==> src/rtl/mult_share_arbiter_pkg.sv <==
// Shared types and widths for the shared-multiplier arbiter.
// Latency: n/a (declarations only).
// Backpressure: n/a.
package mult_arb_pkg;

  localparam int OP_W   = 4;   // operand width
  localparam int PROD_W = 8;   // full unsigned product width
  localparam int CNT_W  = 8;   // completed-transaction counter width
  localparam int ID_W   = 2;   // requester index width (up to 4 requesters)

  typedef enum logic [1:0] {
    ST_IDLE = 2'd0,
    ST_LOAD = 2'd1,
    ST_WAIT = 2'd2,
    ST_RESP = 2'd3
  } state_t;

endpackage

==> src/rtl/mult_share_arbiter_mult.sv <==
// multiplier_c: registered unsigned 4x4 multiplier shared by all requesters.
// Latency: product valid the cycle after start; holds until the next start.
// Backpressure: none; the arbiter FSM only pulses start when it owns the result.
// Ports: clk, n_rst (sync, active-low), start, a, b -> product.
module multiplier_c
  import mult_arb_pkg::*;
(
  input  logic              clk,
  input  logic              n_rst,
  input  logic              start,
  input  logic [OP_W-1:0]   a,
  input  logic [OP_W-1:0]   b,
  output logic [PROD_W-1:0] product
);

  always_ff @(posedge clk) begin
    if (!n_rst) begin
      product <= '0;
    end else if (start) begin
      product <= PROD_W'(a) * PROD_W'(b);
    end
  end

endmodule

==> src/rtl/mult_share_arbiter.sv <==
// Round-robin arbiter granting NREQ requesters access to one shared multiplier.
// Latency: accept in cycle 0, rsp_valid in cycle 3; one transaction every 4+ cycles.
// Backpressure: response held stable in RESP until rsp_ready; no new grant meanwhile.
// Ports: req_valid/req_m1/req_m2 -> req_ready (one-hot accept); rsp_valid/rsp_id/
//        rsp_product <- rsp_ready; busy (not IDLE); op_count (completed, wraps).
module mult_share_arbiter
  import mult_arb_pkg::*;
#(
  parameter int NREQ = 2
) (
  input  logic              clk,
  input  logic              n_rst,
  input  logic [NREQ-1:0]   req_valid,
  input  logic [4*NREQ-1:0] req_m1,
  input  logic [4*NREQ-1:0] req_m2,
  output logic [NREQ-1:0]   req_ready,
  output logic              rsp_valid,
  output logic [1:0]        rsp_id,
  output logic [7:0]        rsp_product,
  input  logic              rsp_ready,
  output logic              busy,
  output logic [7:0]        op_count
);

  localparam logic [ID_W-1:0] LAST_ID = ID_W'(NREQ - 1);
  localparam logic [ID_W:0]   NREQ_W  = (ID_W + 1)'(NREQ);

  state_t            state, state_nxt;
  logic [ID_W-1:0]   rr_ptr;
  logic [ID_W-1:0]   grant_q;
  logic [ID_W-1:0]   grant_idx;
  logic              grant_found;
  logic [NREQ-1:0]   rotated;
  logic [ID_W:0]     sum;
  logic [OP_W-1:0]   m1_q, m2_q;
  logic [PROD_W-1:0] product;
  logic              start;
  logic              accept;
  logic              done;

  // Rotate so bit 0 is the requester at rr_ptr; the first set bit is the winner.
  assign rotated = NREQ'({req_valid, req_valid} >> rr_ptr);

  always_comb begin
    grant_found = 1'b0;
    grant_idx   = '0;
    sum         = '0;
    for (int k = 0; k < NREQ; k++) begin
      if (!grant_found && rotated[k]) begin
        grant_found = 1'b1;
        sum         = {1'b0, rr_ptr} + (ID_W + 1)'(k);
        grant_idx   = (sum >= NREQ_W) ? ID_W'(sum - NREQ_W) : ID_W'(sum);
      end
    end
  end

  // State register
  always_ff @(posedge clk) begin
    if (!n_rst) begin
      state <= ST_IDLE;
    end else begin
      state <= state_nxt;
    end
  end

  // Next-state logic
  always_comb begin
    state_nxt = state;
    case (state)
      ST_IDLE: if (grant_found) state_nxt = ST_LOAD;
      ST_LOAD: state_nxt = ST_WAIT;
      ST_WAIT: state_nxt = ST_RESP;
      ST_RESP: if (rsp_ready) state_nxt = ST_IDLE;
      default: state_nxt = ST_IDLE;
    endcase
  end

  // Output logic. Response fields are zero outside RESP; the rsp_* path only
  // sees registered state, never req_valid.
  always_comb begin
    req_ready   = '0;
    accept      = 1'b0;
    start       = 1'b0;
    done        = 1'b0;
    busy        = 1'b1;
    rsp_valid   = 1'b0;
    rsp_id      = '0;
    rsp_product = '0;
    case (state)
      ST_IDLE: begin
        busy = 1'b0;
        // Gated by n_rst so no accept strobe is shown while reset is held.
        if (grant_found && n_rst) begin
          accept    = 1'b1;
          req_ready = NREQ'(1) << grant_idx;
        end
      end
      ST_LOAD: start = 1'b1;
      ST_WAIT: start = 1'b0;
      ST_RESP: begin
        rsp_valid   = 1'b1;
        rsp_id      = grant_q;
        rsp_product = product;
        done        = rsp_ready;
      end
      default: busy = 1'b0;
    endcase
  end

  // Operand/grant latches, round-robin pointer, completion counter
  always_ff @(posedge clk) begin
    if (!n_rst) begin
      rr_ptr   <= '0;
      grant_q  <= '0;
      m1_q     <= '0;
      m2_q     <= '0;
      op_count <= '0;
    end else begin
      if (accept) begin
        grant_q <= grant_idx;
        m1_q    <= OP_W'(req_m1 >> {grant_idx, 2'b00});
        m2_q    <= OP_W'(req_m2 >> {grant_idx, 2'b00});
      end
      if (done) begin
        rr_ptr   <= (grant_q == LAST_ID) ? '0 : grant_q + 1'b1;
        op_count <= op_count + 8'd1;
      end
    end
  end

  multiplier_c u_mult (
    .clk     (clk),
    .n_rst   (n_rst),
    .start   (start),
    .a       (m1_q),
    .b       (m2_q),
    .product (product)
  );

endmodule

==> config.mk <==
export PLATFORM = sky130hd
export DESIGN_NAME = mult_share_arbiter
export DESIGN_NICKNAME = d
export VERILOG_FILES = /design/src/rtl/mult_share_arbiter_pkg.sv /design/src/rtl/mult_share_arbiter_mult.sv /design/src/rtl/mult_share_arbiter.sv
export SDC_FILE = /design/constraint.sdc
export NUM_CORES = 1
export LEC_CHECK = 0
export ABC_CLOCK_PERIOD_IN_PS = 2800
export CORE_ASPECT_RATIO = 1.5
export CORE_MARGIN = 2
export CORE_UTILIZATION = 40
export DETAILED_ROUTE_END_ITERATION = 7
export GPL_ROUTABILITY_DRIVEN = 0
export PLACE_DENSITY = 0.69
export SLEW_MARGIN = 20
export SYNTH_ARGS = -nofsm -noshare
export SYNTH_HDL_FRONTEND = slang
export SYNTH_SLANG_ARGS = --single-unit
export TNS_END_PERCENT = 30
==> constraint.sdc <==
create_clock -name clk -period 2.8 [get_ports clk]
set_input_delay 0.7 -clock clk [delete_from_list [all_inputs] [get_ports clk]]
set_output_delay 0.7 -clock clk [all_outputs]
set_load 0.05 [all_outputs]
==> impl_summary.txt <==
----------------------------------------------------
[Synth]
  Cell count after synthesis ... 211
  Post-synth design cell area ... 0.00187 sq mm
  Synth cell types ... 45
  Avg Cell Area, Syn ... 8.85 sq um
  Predominant post-synthesis flop cell ... sky130_fd_sc_hd__dfxtp_1
  Asr flop ratio synth ... 0%
  #FFs+latches synth ... 30
  Cell types with the largest area share after synthesis ... sky130_fd_sc_hd__dfxtp_1 (32%), sky130_fd_sc_hd__ha_1 (11%), sky130_fd_sc_hd__and2_1 (7.4%), sky130_fd_sc_hd__a21oi_1 (4.6%), sky130_fd_sc_hd__fa_1 (4.3%)
  Post-synthesis sequential area ratio ... 32.2%
  Post-synth net total ... 253
  Number of flops mapped to enable cells by yosys ... 0
  Cell type with the largest total area after synthesis ... sky130_fd_sc_hd__dfxtp_1
  Yosys warnings ... 0
  Top-area cell type share of the netlist area ... 32.2%

[CTS]
  CTS-repair resized insts ... 0
  Number of sinks driven by the clock tree ... 30
  Number of setup buffers added after CTS ... 0
  Cts-stage hold buffer count ... 0
  Maximum clock insertion buffer count ... 2
  Clock-pin slew on the worst setup and hold paths ... 0.06 ns
  Clock latency on the worst-skew pair ... 0.29 ns
  Depth of the CTS H-tree ... 2
  TritonCTS clock tree ... built
  Number of CTS-inserted buffers ... 5
  CTS Root Cell ... sky130_fd_sc_hd__clkbuf_8

[Die]
  Die height ... 87.7 um
  Full die area ... 0.00524 sq mm
  DIE WIDTH ... 59.8 um
  I/O Pins ... 43
  CORE AREA ... 0.00450 sq mm
  Standard-cell row count ... 30
  Starting Density ... 41.4%

[GRT]
  Largest net degree at the start of global routing ... 22
  Wire length of the first global-routing pass ... 7310 um
  Vias in the first global route ... 1653
  Sum of overflow across all layers after global routing ... 0
  Number of antenna violations at the first check in global routing ... 0
  Global-route total usage across every layer ... 18.1%

[Worst setup path]
  Flop2flop setup slack ... 0.12 ns
  Critical path class ... reg2reg
  CP Max Fanout ... 5
  Startpoint type of the worst setup path ... flop
  Worst Path Arrival ... 2.85 ns
  R2r worst-path depth ... 9
  Critical Path RT ... 2.98 ns
  Worst setup EP type ... flop

[STA]
  Smallest hold slack ... 0.474 ns
  Final Hold Vio Count ... 0
  Final worst path period share ... 95.6%
  Unrepaired setup endpoints after global routing ... false
  Sum Neg Setup Slack ... 0 ns
  Worst slew margin relative to its limit ... 57.8%
  Pins Over Slew Limit ... 0
  Setup Skew ... 0.0103 ns
  Final critical delay including setup and external delays ... 2.68 ns
  Worst Tran Pin Value ... 0.633 ns
  Fmax achieved ... 373 MHz
  Final setup violation count ... 0

[Hold path]
  Number of cells on the worst hold path ... 1
  Worst hold path type ... reg2reg

[Power and ir drop]
  Power per standard cell area ... 661 mW/mm^2
  Clock group share of total power ... 33.6%
  Combinational cell fraction of total power ... 32.8%
  Net switching component of the power ... 0.545 mW
  Switching part of the total power ... 33.1%
  Internal Dissipation ... 1.10 mW
  Worst ir drop on vdd ... 447 uV
  Power Total ... 1.65 mW
  Share of total power in sequential cells ... 33.5%
  Leakage power ... 1.09 nW

[Layout]
  Share of post-route cells with drive strength above 1 ... 12.0%
  Fill count ... 429
  Layout-stage area growth over the synthesis result ... 33.6%
  Number of antenna cells inserted ... 0
  Fin nets ... 300

[Drt]
  First-pass iteration count of the detailed router ... 4
  Number of nets with antenna violations after detailed routing ... 0
  Detailed Route WL ... 4410 um
  Routed wirelength normalized by instance count ... 14.4 um
  Number of DRC markers after the initial detailed-route iteration ... 54
  Post-route DRC violation count ... 0
  Vias ... 1722
  Post-detailed-route via-to-cell ratio ... 5.61

[Placed design]
  Post-DP HPWL ... 3410 um
  Number of port buffers ... 42

[Outcome]
  Result of the run ... complete, no violations

[Job]
  Max Cap Violations ... 0

----------------------------------------------------
==> synthesized netlist by cell type, types with 5 or more instances <==
| cell type | number |
|---|---|
| sky130_fd_sc_hd__mux2i_1 | 5 |
| sky130_fd_sc_hd__a21oi_1 | 17 |
| sky130_fd_sc_hd__clkbuf_1 | 6 |
| sky130_fd_sc_hd__nand3_1 | 11 |
| sky130_fd_sc_hd__o21ai_0 | 7 |
| sky130_fd_sc_hd__a311oi_1 | 6 |
| sky130_fd_sc_hd__ha_1 | 17 |
| sky130_fd_sc_hd__dfxtp_1 | 30 |
| sky130_fd_sc_hd__and2_1 | 22 |
| sky130_fd_sc_hd__nor2_1 | 7 |
| sky130_fd_sc_hd__inv_1 | 9 |
| sky130_fd_sc_hd__nand2_1 | 16 |
==> state kept, by name, summed over array words and instances (netlist names) <==
signal / count
rr_ptr: 2
m2_q: 4
state: 2
u_mult.product: 8
op_count: 8
grant_q: 2
m1_q: 4
==> power by group through the flow <==
stage / Combinational [mW] / Sequential [mW] / Clock, mW
after floorplan: 0.367 / 0.547 / 0
final: 0.541 / 0.552 / 0.554
after CTS: 0.545 / 0.551 / 0.559
after global routing: 0.593 / 0.565 / 0.583
after global placement: 0.537 / 0.557 / 0
after detailed placement: 0.543 / 0.561 / 0
==> cells in the final DEF, fill, tap and decap left out, types with 3 or more instances in the layout <==
| master | Yosys | layout |
|---|---|---|
| sky130_fd_sc_hd__nand2b_1 | 3 | 3 |
| sky130_fd_sc_hd__ha_1 | 17 | 17 |
| sky130_fd_sc_hd__a311oi_1 | 6 | 6 |
| sky130_fd_sc_hd__o211a_1 | 4 | 4 |
| sky130_fd_sc_hd__nand3b_1 | 3 | 3 |
| sky130_fd_sc_hd__a211oi_1 | 3 | 3 |
| sky130_fd_sc_hd__nand2_1 | 16 | 16 |
| sky130_fd_sc_hd__clkdlybuf4s50_1 | 0 | 30 |
| sky130_fd_sc_hd__and3_1 | 4 | 4 |
| sky130_fd_sc_hd__clkbuf_8 | 0 | 6 |
| sky130_fd_sc_hd__o21ai_0 | 7 | 7 |
| sky130_fd_sc_hd__inv_1 | 9 | 9 |
| sky130_fd_sc_hd__dfxtp_1 | 30 | 28 |
| sky130_fd_sc_hd__o31ai_1 | 3 | 3 |
| sky130_fd_sc_hd__a21oi_1 | 17 | 17 |
| sky130_fd_sc_hd__nor2_1 | 7 | 7 |
| sky130_fd_sc_hd__and2_1 | 22 | 22 |
| sky130_fd_sc_hd__nand3_1 | 11 | 11 |
| sky130_fd_sc_hd__buf_4 | 0 | 16 |
| sky130_fd_sc_hd__a221o_1 | 3 | 3 |
| sky130_fd_sc_hd__fa_1 | 4 | 4 |
| sky130_fd_sc_hd__mux2i_1 | 5 | 5 |
==> cell type report <==
type / instances / area, sq um / area share (%)
inverter: 10 / 37.5 / 1.51
tap: 48 / 60.1 / 2.41
timing repair buffer: 48 / 460 / 18.5
sequential: 30 / 603 / 24.2
clock inverter: 2 / 60.1 / 2.41
multi-input combinational: 163 / 1190 / 47.7
clock buffer: 6 / 82.6 / 3.31
==> metal layers <==
layer  vias to the layer above  track usage, %  wire (um)
met2                        37            31.4       2310
met3                        10            4.28        165
li1                        865               -          -
met4                         0            8.08        114
met5                         -               0          0
met1                       810            20.4       1830
==> cell families (layout without fill, tap and decap cells) <==
| group | after synthesis | count (layout) | synth area share, % |
|---|---|---|---|
| multiplexers | 5 | 5 | 2.68 |
| adder cells (fa/ha/maj) | 21 | 21 | 15.7 |
| AO/OA/AOI/OAI | 54 | 54 | 20.6 |
| flip-flops | 30 | 30 | 32.2 |
| AND/OR/NAND/NOR | 80 | 80 | 23.4 |
| buffers and inverters | 18 | 66 | 4.09 |
| XOR/XNOR | 3 | 3 | 1.41 |
==> final timing paths <==
kind                   start           endpoint
hold / removal    grant_q[1]         grant_q[1]
setup / recovery     m2_q[2]  u_mult.product[7]
setup reg to reg     m2_q[2]  u_mult.product[7]
hold reg to reg   grant_q[1]         grant_q[1]
==> worst max-delay path, stage by stage, from the launching register on <==
cell and delay (ns):
sky130_fd_sc_hd__dfxtp_1 0.39, sky130_fd_sc_hd__nand2_1 0.10, sky130_fd_sc_hd__fa_1 0.50, sky130_fd_sc_hd__inv_1 0.05
sky130_fd_sc_hd__fa_1 0.53, sky130_fd_sc_hd__ha_1 0.33, sky130_fd_sc_hd__a211oi_1 0.25, sky130_fd_sc_hd__buf_4 0.17
sky130_fd_sc_hd__o2111a_1 0.20, sky130_fd_sc_hd__nor3_1 0.05
==> through the flow <==
step,std cells,util (%),worst slack [ns],instance area (sq um)
floorplan,211,-,0.193,1870
global placement,299,52.1,0.180,2350
detailed placement,299,52.1,0.103,2350
CTS,307,55.3,0.0918,2490
global route,307,55.4,0.0243,2490
finish,307,55.4,0.122,2490
Power figures use the tool's default switching activity.
